<file path="config.mk">
export PLATFORM = sky130hd
export DESIGN_NAME = uart_rx
export DESIGN_NICKNAME = d
export VERILOG_FILES = /design/src/rtl/uart_pkg.sv /design/src/rtl/baud_tick_gen.sv /design/src/rtl/uart_rx.sv
export SDC_FILE = /design/constraint.sdc
export NUM_CORES = 1
export LEC_CHECK = 0
export BUFFER_PORTS_ARGS = -buffer_cell sky130_fd_sc_hd__buf_2
export CAP_MARGIN = 10
export CORE_ASPECT_RATIO = 1.4
export CORE_UTILIZATION = 35
export CTS_CLUSTER_SIZE = 30
export DETAILED_ROUTE_END_ITERATION = 12
export GPL_TIMING_DRIVEN = 0
export MAX_ROUTING_LAYER = met4
export PLACE_DENSITY = 0.54
export SLEW_MARGIN = 20
export SYNTH_ARGS = -nofsm -noshare
export SYNTH_HDL_FRONTEND = slang
export SYNTH_HIERARCHICAL = 1
export SYNTH_SLANG_ARGS = --single-unit
</file>
<file path="constraint.sdc">
create_clock -name clk -period 3.1 [get_ports clk]
set_clock_uncertainty 0.2 [all_clocks]
set_input_delay 0.93 -clock clk [delete_from_list [all_inputs] [get_ports clk]]
set_output_delay 0.93 -clock clk [all_outputs]
set_load 0.03 [all_outputs]
</file>
<file path="src/rtl/uart_pkg.sv">
// Shared UART definitions: receiver FSM states, oversampling constants and baud divisor helper.
package uart_pkg;

   typedef enum logic [1:0] {
      IDLE  = 2'd0,
      START = 2'd1,
      DATA  = 2'd2,
      STOP  = 2'd3
   } rx_state_e;

   localparam int unsigned OVERSAMPLE = 16;
   localparam logic [3:0]  MID_TICK   = 4'd7;
   localparam logic [3:0]  LAST_TICK  = 4'd15;

   function automatic int unsigned calc_divisor(input int unsigned clk_freq,
                                                input int unsigned baud);
      return clk_freq / (baud * OVERSAMPLE);
   endfunction

endpackage

</file>
<file path="src/rtl/baud_tick_gen.sv">
// Free-running oversample tick: one-clk pulse every DIVISOR clocks, never realigned.
module baud_tick_gen
   import uart_pkg::*;
#(
   parameter int unsigned CLK_FREQ = 50_000_000,
   parameter int unsigned BAUD     = 19200
) (
   input  logic clk,
   input  logic rst,
   output logic o_tick
);

   localparam int unsigned   DIVISOR = calc_divisor(CLK_FREQ, BAUD);
   localparam int unsigned   CW      = (DIVISOR > 1) ? $clog2(DIVISOR) : 1;
   localparam logic [CW-1:0] LAST    = CW'(DIVISOR - 1);

   if (DIVISOR < 2) begin : g_div_check
      $error("baud_tick_gen: CLK_FREQ/(BAUD*16) must be at least 2");
   end

   logic [CW-1:0] cnt_q, cnt_d;

   assign o_tick = (cnt_q == LAST);

   always_comb begin
      cnt_d = o_tick ? '0 : cnt_q + 1'b1;
   end

   always_ff @(posedge clk or negedge rst) begin
      if (!rst) cnt_q <= '0;
      else      cnt_q <= cnt_d;
   end

endmodule

</file>
<file path="src/rtl/uart_rx.sv">
// UART 8N1 receiver: 2-FF input synchronizer, 16x oversampled mid-bit FSM, registered strobes.
module uart_rx
   import uart_pkg::*;
#(
   parameter int unsigned CLK_FREQ = 50_000_000,
   parameter int unsigned BAUD     = 19200,
   parameter int unsigned DBIT     = 8,
   parameter int unsigned SB_TICK  = 16
) (
   input  logic            clk,
   input  logic            rst,
   input  logic            i_rx,
   output logic [DBIT-1:0] o_data,
   output logic            o_rx_done,
   output logic            o_frame_err
);

   localparam int unsigned NW = (DBIT > 1) ? $clog2(DBIT) : 1;

   if (SB_TICK < OVERSAMPLE / 2) begin : g_sb_check
      $error("uart_rx: SB_TICK too short for a mid stop-bit sample");
   end

   logic [1:0]      sync_q;
   logic            rx_s;
   logic            tick;
   rx_state_e       state_q, state_d;
   logic [3:0]      s_q, s_d;
   logic [NW-1:0]   n_q, n_d;
   logic [DBIT-1:0] sh_q, sh_d;
   logic [DBIT-1:0] data_q, data_d;
   logic            done_q, done_d;
   logic            ferr_q, ferr_d;

   baud_tick_gen #(
      .CLK_FREQ (CLK_FREQ),
      .BAUD     (BAUD)
   ) u_tick (
      .clk    (clk),
      .rst    (rst),
      .o_tick (tick)
   );

   assign rx_s = sync_q[1];

   always_comb begin
      state_d = state_q;
      s_d     = s_q;
      n_d     = n_q;
      sh_d    = sh_q;
      data_d  = data_q;
      done_d  = 1'b0;
      ferr_d  = 1'b0;
      unique case (state_q)
         IDLE: begin
            if (!rx_s) begin
               state_d = START;
               s_d     = '0;
            end
         end
         START: begin
            if (tick) begin
               if (s_q == MID_TICK) begin
                  state_d = rx_s ? IDLE : DATA;
                  s_d     = '0;
                  n_d     = '0;
               end else begin
                  s_d = s_q + 4'd1;
               end
            end
         end
         DATA: begin
            if (tick) begin
               if (s_q == LAST_TICK) begin
                  s_d  = '0;
                  sh_d = {rx_s, sh_q[DBIT-1:1]};
                  if (n_q == NW'(DBIT - 1)) state_d = STOP;
                  else                      n_d     = n_q + 1'b1;
               end else begin
                  s_d = s_q + 4'd1;
               end
            end
         end
         STOP: begin
            // s restarted at the middle of the last data bit, so a full
            // 16-tick count lands in the middle of the stop bit.
            if (tick) begin
               if (s_q == LAST_TICK) begin
                  state_d = IDLE;
                  s_d     = '0;
                  if (rx_s) begin
                     data_d = sh_q;
                     done_d = 1'b1;
                  end else begin
                     ferr_d = 1'b1;
                  end
               end else begin
                  s_d = s_q + 4'd1;
               end
            end
         end
         default: state_d = IDLE;
      endcase
   end

   always_ff @(posedge clk or negedge rst) begin
      if (!rst) begin
         sync_q  <= '1;
         state_q <= IDLE;
         s_q     <= '0;
         n_q     <= '0;
         sh_q    <= '0;
         data_q  <= '0;
         done_q  <= 1'b0;
         ferr_q  <= 1'b0;
      end else begin
         sync_q  <= {sync_q[0], i_rx};
         state_q <= state_d;
         s_q     <= s_d;
         n_q     <= n_d;
         sh_q    <= sh_d;
         data_q  <= data_d;
         done_q  <= done_d;
         ferr_q  <= ferr_d;
      end
   end

   assign o_data      = data_q;
   assign o_rx_done   = done_q;
   assign o_frame_err = ferr_q;

endmodule

</file>
==> qor.yml, run 1 <==
outcome: "completed"
synth.yosys.warnings: 6
critPathMaxFanout: 9
hold_slack_ns: 0.1601
layout.nets: 165
postPlaceCellArea_um2: 1832
synth_top_family_by_area: "simple AND/OR/NAND/NOR gates"
grt_pass1_wl_mm: 5.175
place_ws_ns: 0.3360
grt_pass1_vias: 1145
worstMarginPinSlew_ns: 0.7922
antenna_diode_count: 0
timing.final.setup_violations: 0
final.period_utilization_pct: 89.00
via_total_after_detailed_routing: 1106
antenna_violating_nets_post_route: 0
cap_violations: 0
number_of_cts_inserted_buffers: 5
setup.worst_path.end_class: "flip-flop"
leakagePower_nw: 0.8932
largest_net_degree_at_the_start_of_global_routing: 38
critical_path_class: "reg -> reg"
pwr_density_cell_nw_per_um2: 430.2
power_frac_clock_pct: 39.9
cts_root_buf: "clkbuf_8"
postSynthNetCount: 146
min_period_ns: 2.759
seq_power_share_pct: 58.9
cts-resized-gates: 0
firstDrtPassIters: 4
finish.instance_area_um2: 1918
cts_tree: "done"
layout_common_cells: "35 x dfrtp_1, 16 x mux2_2, 12 x buf_2, 10 x nand2_1"
yosys-mux-area-fraction_pct: 13.00
ratio_of_cells_with_drive_above_1_in_the_final_layout_pct: 31.01
floorplan.die.height_um: 84.32
portBuffers: 12
yosys.area_share.adder_pct: 3.693
route.met3.wl_um: 78
netlist_instances: 138
cts_sinks: 37
synth-xor-area-share_pct: 3.102
setup_ws_ns: 0.3411
cp.arrival_ns: 2.73
gr-usage-all-layers_pct: 13.84
number_of_antenna_violations_at_the_first_check_in_global_routing: 0
layout-area-overhead-vs-synth_pct: 13.22
floorplan.die.width_um: 60.80
power.share.switching_pct: 22.34
worstSkewPairLatency_ns: 0.28
drt_wl_total_mm: 2.857
grt.overflow.total: 0
top_layer_reached_by_signal_wires: "met4"
post_cts_hold_buffer_count: 0
dr.first_iter.drc_count: 11
syn-mean-instance-area_um2: 12.28
dp.final_hpwl_mm: 1.997
clock_pin_slew_on_the_worst_setup_and_hold_paths_ns: 0.08
worst_slew_margin_rel_pct: 47.19
max_freq_ghz: 0.3625
place.gp.congestion: 0.7548
timing.final.max_slew_violations: 0
grt_setup_unrepaired: "no"
placement_rows: 29
p_comb_share_pct: 1.2
layout.filler_cells: 459
initial_utilization_pct: 36.76
cts.path.max_buffers: 2
route.detailed.wl_per_inst_um: 12.99
cell_internal_pwr_w: 0.0006408
floorplan.core_area_um2: 4608
cts_max_level: 2
cts_post_setup_buffers_inserted: 0
syn_area_um2: 1694
route.detailed.drc: 0
yosys.area_share.simple_pct: 13.44
wl_met2_mm: 1.483
post_synth_num_cell_types: 39
yosysSeqAreaShare_pct: 54.80
synth_compound_gate_area_share_pct: 8.198
hold_class: "reg -> reg"
finalHoldViolCount: 0
timing.critical_path.from_type: "flip-flop"
number_of_top_level_pins: 13
required_ns: 3.07
detailed_route_wire_length_on_metal_1_mm: 1.252
ys_seq_elements: 37
die_area_um2: 5127
totalNegativeSetupSlack_ns: 0
mostFrequentLayoutCell: "dfrtp_1"
irDropWorstVdd_uv: 290.9
detail_route.vias_per_cell: 5.027
net-switching-power_w: 0.0001843
[worst paths after layout]
path | from | end | slack, ns | cells past startpoint
worst min register to register | sync_q[0]$_DFF_PN1_ | sync_q[1]$_DFF_PN1_ | 0.16 | 0
min in group asynchronous | rst | u_tick/cnt_q[7]$_DFF_PN0_ | 0.53 | 1
max in group asynchronous | rst | o_data[2]$_DFFE_PN0P_ | 1.68 | 1
worst max register to register | u_tick/cnt_q[2]$_DFF_PN0_ | o_data[6]$_DFFE_PN0P_ | 0.34 | 5
worst max-delay path | u_tick/cnt_q[2]$_DFF_PN0_ | o_data[6]$_DFFE_PN0P_ | 0.34 | 5
worst min-delay path | sync_q[0]$_DFF_PN1_ | sync_q[1]$_DFF_PN1_ | 0.16 | 0
[worst max-delay path, stage by stage, from the launching register on]
cell,delay (ns)
dfrtp_1,0.44
or3_4,0.41
nor3_4,0.36
nand4_1,0.34
nor2_2,0.50
mux2_2,0.39
[Yosys cell counts (all sizes together)]
library cell / n / area (um^2)
o2111ai: 1 / 8.760
buf: 3 / 33.78
nand4: 2 / 18.77
a2111oi: 1 / 8.760
o2bb2ai: 1 / 8.760
nand3: 6 / 30.03
o21ai: 6 / 30.03
or4: 2 / 15.01
mux2i: 4 / 40.04
ha: 5 / 62.56
xnor2: 5 / 43.79
and4: 1 / 8.760
clkbuf: 1 / 3.750
nor2b: 2 / 12.51
dfrtp: 35 / 875.8
nor3: 3 / 31.28
a31oi: 1 / 6.260
or3: 3 / 28.78
a21oi: 2 / 10.01
nand2: 10 / 37.54
xor2: 1 / 8.760
a221o: 2 / 20.02
a21boi: 1 / 7.510
nand2b: 1 / 6.260
dfstp: 2 / 52.55
o22ai: 1 / 6.260
nor2: 8 / 32.54
or2: 1 / 6.260
o211ai: 1 / 7.510
mux2: 16 / 180.2
a211oi: 1 / 7.510
o22a: 1 / 10.01
inv: 7 / 26.28
o31ai: 1 / 7.510
[per-stage QoR]
stage	cells	total power [W]	util, %
after CTS	220	0.0008392	41.62
after floorplan	138	0.0004954	-
after global placement	212	0.0005064	39.75
after detailed placement	212	0.0005068	39.75
after global routing	220	0.0008561	41.62
final	220	0.0008251	41.62
[sequential cells by signal, indices dropped and copies added, names as in the netlist, 2 cells and up, named ones only]
register and flops:
o_data 8, sh_q 8, u_tick/cnt_q 8, s_q 4, n_q 3, sync_q 2
[routing by layer]
metal,vias up,track usage [%]
met2,18,22.08
met4,0,6.612
met5,-,-
li1,528,-
met1,556,16.20
met3,4,2.928
[logic make-up after synthesis]
kind of cell,after synthesis
muxes,20
xor gates and xnor gates,6
buffers and inverters,11
AOI/OAI and AO/OA,20
and+or+nand+nor,39
DFF,37
adders and majority gates,5
[layout make-up]
cell class / count / area [um^2] / area share (%)
clock inverters: 3 / 17.52 / 0.9132
clock buffers: 5 / 68.82 / 3.588
repair buffers: 12 / 60.06 / 3.131
plain buffers: 4 / 37.54 / 1.957
well taps: 62 / 77.57 / 4.044
inverters: 7 / 26.28 / 1.370
flip-flops and latches: 37 / 928.4 / 48.40
multi-input cells: 90 / 701.9 / 36.59
[power by group through the flow]
stage / Combinational [W] / Clock, W / Sequential, W
floorplan: 0.0000000699 / 0 / 0.000495
global placement: 0.0000107 / 0 / 0.000496
detailed placement: 0.0000110 / 0 / 0.000496
CTS: 0.0000111 / 0.000342 / 0.000486
global route: 0.0000124 / 0.000357 / 0.000487
finish: 0.00000983 / 0.000329 / 0.000486
Power figures use the tool's default switching activity.
==> run 2, diff against run 1 <==
--- a/config.mk
+++ b/config.mk
@@ -5,6 +5,7 @@
 export SDC_FILE = /design/constraint.sdc
 export NUM_CORES = 1
 export LEC_CHECK = 0
+export ABC_AREA = 1
 export BUFFER_PORTS_ARGS = -buffer_cell sky130_fd_sc_hd__buf_2
 export CAP_MARGIN = 10
 export CORE_ASPECT_RATIO = 1.4
==> run 2 against run 1 <==
  * Cell area grew 3.8%
  * Register-to-register slack gained 0.70 ns
  * Die area grew 2.2%
  * Sequential share of layout area shrank 1.8 points
  * Flip-flop and latch count is the same
  * Via count grew 12%
  * Hold slack lost 0.0034 ns
  * Critical path depth grew 8
  * Clock power grew 31%
  * Sequential power is essentially flat
  * Count of clock-buffer cells in the layout grew 1
  * Largest power group unchanged
  * Highest routed layer unchanged
==> qor.yml, run 2 <==
outcome: "completed"
max_freq_ghz: 0.4853
setup.worst_path.end_class: "flip-flop"
synth.yosys.warnings: 6
layout_common_cells: "51 x nand2_1, 35 x dfrtp_1, 22 x inv_1, 13 x nor2_1, 12 x buf_2"
finalHoldViolCount: 0
grt_pass1_wl_mm: 5.409
mostFrequentLayoutCell: "nand2_1"
irDropWorstVdd_uv: 234.1
floorplan.die.width_um: 61.47
portBuffers: 12
timing.critical_path.max_delay_family: "simple AND/OR/NAND/NOR gates"
path_buf_inv: 3
clock_pin_slew_on_the_worst_setup_and_hold_paths_ns: 0.07
postSynthNetCount: 199
grt.overflow.total: 0
floorplan.core_area_um2: 4644
place.gp.congestion: 0.8097
antenna_diode_count: 0
cts_max_level: 2
yosysMostFrequentCell: "nand2_1"
worstSetupStartpoint: "u_tick/cnt_q[1]$_DFF_PN0_"
hold_class: "reg -> reg"
post-synth-top-area-cell: "dfrtp_1"
number_of_cts_inserted_buffers: 5
dp.final_hpwl_mm: 2.120
worstMarginPinSlew_ns: 0.8148
final_core_util_pct: 42.86
post_synth_num_cell_types: 28
leakagePower_nw: 0.9845
antenna_violating_nets_post_route: 0
reg2reg_slack_ns: 1.04
drt_wl_total_mm: 2.974
timing.critical_path.depth: 13
detail_route.vias_per_cell: 4.527
timing.rr.start: "u_tick/cnt_q[1]$_DFF_PN0_"
floorplan.die.height_um: 85.26
worstSkewPairLatency_ns: 0.29
largest_net_degree_at_the_start_of_global_routing: 38
syn_area_um2: 1733
cap_violations: 0
post_cts_hold_buffer_count: 0
cp.arrival_ns: 2.04
rr_worst_depth: 13
layout-area-overhead-vs-synth_pct: 14.87
ys_seq_elements: 37
die_area_um2: 5241
postPlaceCellArea_um2: 1871
firstDrtPassIters: 4
number_of_top_level_pins: 13
timing.final.setup_violations: 0
pwr_density_cell_nw_per_um2: 466.5
cts_root_buf: "clkbuf_8"
via_total_after_detailed_routing: 1236
netlist_top_cells_area: "dfrtp_1 51%, nand2_1 11%, inv_1 4.8%"
grt_setup_unrepaired: "no"
critPathMostFrequentCell: "nand2_1"
placement_rows: 29
synth.cells.most_frequent: "51 x nand2_1, 35 x dfrtp_1, 22 x inv_1"
critPathMaxFanout: 7
required_ns: 3.08
final.period_utilization_pct: 66.48
yosys_most_used_dff: "dfrtp_1"
gr-usage-all-layers_pct: 14.51
cts.path.max_buffers: 2
layout.filler_cells: 503
number_of_antenna_violations_at_the_first_check_in_global_routing: 0
synth_enable_flop_cells: 0
timing.final.max_slew_violations: 0
worst_path_largest_cell_delay_ns: 0.38
dr.first_iter.drc_count: 70
worst_slew_margin_rel_pct: 45.68
syn-mean-instance-area_um2: 9.073
route.detailed.wl_per_inst_um: 10.89
critical-path-slowest-cell: "dfrtp_1"
initial_utilization_pct: 37.31
route.detailed.drc: 0
ratio_of_cells_with_drive_above_1_in_the_final_layout_pct: 22.75
grt_pass1_vias: 1267
timing.critical_path.from_type: "flip-flop"
netlist_instances: 191
yosysSeqAreaShare_pct: 53.57
cts-resized-gates: 0
critical_path_class: "reg -> reg"
synth_top_area_share_pct: 50.54
totalNegativeSetupSlack_ns: 0
min_period_ns: 2.061
cts_post_setup_buffers_inserted: 0
finish.instance_area_um2: 1991
cts_sinks: 37
proportion_of_synthesized_flip_flops_having_asynchronous_set_or_reset_pct: 100.0
critical_path.cell_chain: "inv_1 > ha_1 > nand2_1 > nor2_1 > nand2_1 > inv_2 > inv_1 > nand2_1 > nand2_2 > nor2_2 > nand3_1 > nand2_1 > nand2_1"
layout.nets: 218
cts_tree: "done"
==> run 2: cell count changes in the layout (fill, tap and decap cells not counted), sizes merged, moves of 2 or more <==
cell and change:
a21oi +2, a221o -2, clkinv -2, inv +21, mux2 -16, mux2i -4
nand2 +45, nand3 +6, nor2 +10, nor2b -2, o21ai +11, or3 -3
or4 -2, xnor2 -4
==> run 2: routing by layer <==
| metal | vias up | global-route usage [%] | wire, um | part of all wire [%] |
|---|---|---|---|---|
| li1 | 640 | - | - | - |
| met1 | 578 | 16.36 | 1322 | 44 |
| met2 | 13 | 22.73 | 1476 | 50 |
| met3 | 5 | 5.183 | 109 | 3.7 |
| met4 | 0 | 6.263 | 67 | 2.3 |
| met5 | - | - | 0 | 0 |
==> run 2: metrics by stage <==
step	hold slack (ns)	total power (W)	setup WS, ns	cells
3_3_place_gp	0.1461	0.0005074	1.077	265
2_1_floorplan	0.1452	0.0004957	1.272	191
4_1_cts	0.1577	0.0009475	1.027	273
5_1_grt	0.1640	0.0009738	0.8417	273
6_report	0.1567	0.0009286	1.039	273
3_5_place_dp	0.1473	0.0005075	1.048	265
==> run 2: worst min-delay path by stage <==
stage	from	endpoint	slack, ns	depth (start not counted)
6_report	sync_q[0]$_DFF_PN1_	sync_q[1]$_DFF_PN1_	0.16	0
4_1_cts	sync_q[0]$_DFF_PN1_	sync_q[1]$_DFF_PN1_	0.16	0
3_3_place_gp	sync_q[0]$_DFF_PN1_	sync_q[1]$_DFF_PN1_	0.15	0
5_1_grt	sync_q[0]$_DFF_PN1_	sync_q[1]$_DFF_PN1_	0.16	0
2_1_floorplan	sync_q[0]$_DFF_PN1_	sync_q[1]$_DFF_PN1_	0.15	0
3_5_place_dp	sync_q[0]$_DFF_PN1_	sync_q[1]$_DFF_PN1_	0.15	0
==> run 2: area by class of cell <==
cell class	instances	area, um^2	area share (%)
plain buffers	2	22.52	1.131
clock buffers	6	82.58	4.148
clock inverters	2	37.54	1.886
inverters	28	105.1	5.280
multi-input cells	124	676.9	34.00
flip-flops and latches	37	928.4	46.64
well taps	62	77.57	3.897
repair buffers	12	60.06	3.017
==> run 2: kinds of logic (layout without fill, tap and decap cells) <==
| logic type | Yosys count | in the layout | share of synthesized area (%) |
|---|---|---|---|
| and+or+nand+nor | 91 | 91 | 24.69 |
| xor gates and xnor gates | 3 | 3 | 1.517 |
| adders and majority gates | 5 | 5 | 3.610 |
| buffers and inverters | 30 | 50 | 7.364 |
| AOI/OAI and AO/OA | 25 | 25 | 9.242 |
| DFF | 37 | 37 | 53.57 |
==> run 2: power by group <==
group | switching (W) | leakage, nW | internal, W | total [W]
clock | 0.000170 | 0.0574 | 0.000261 | 0.000432
sequential | 0.00000158 | 0.491 | 0.000485 | 0.000486
combinational | 0.00000933 | 0.437 | 0.00000109 | 0.0000104
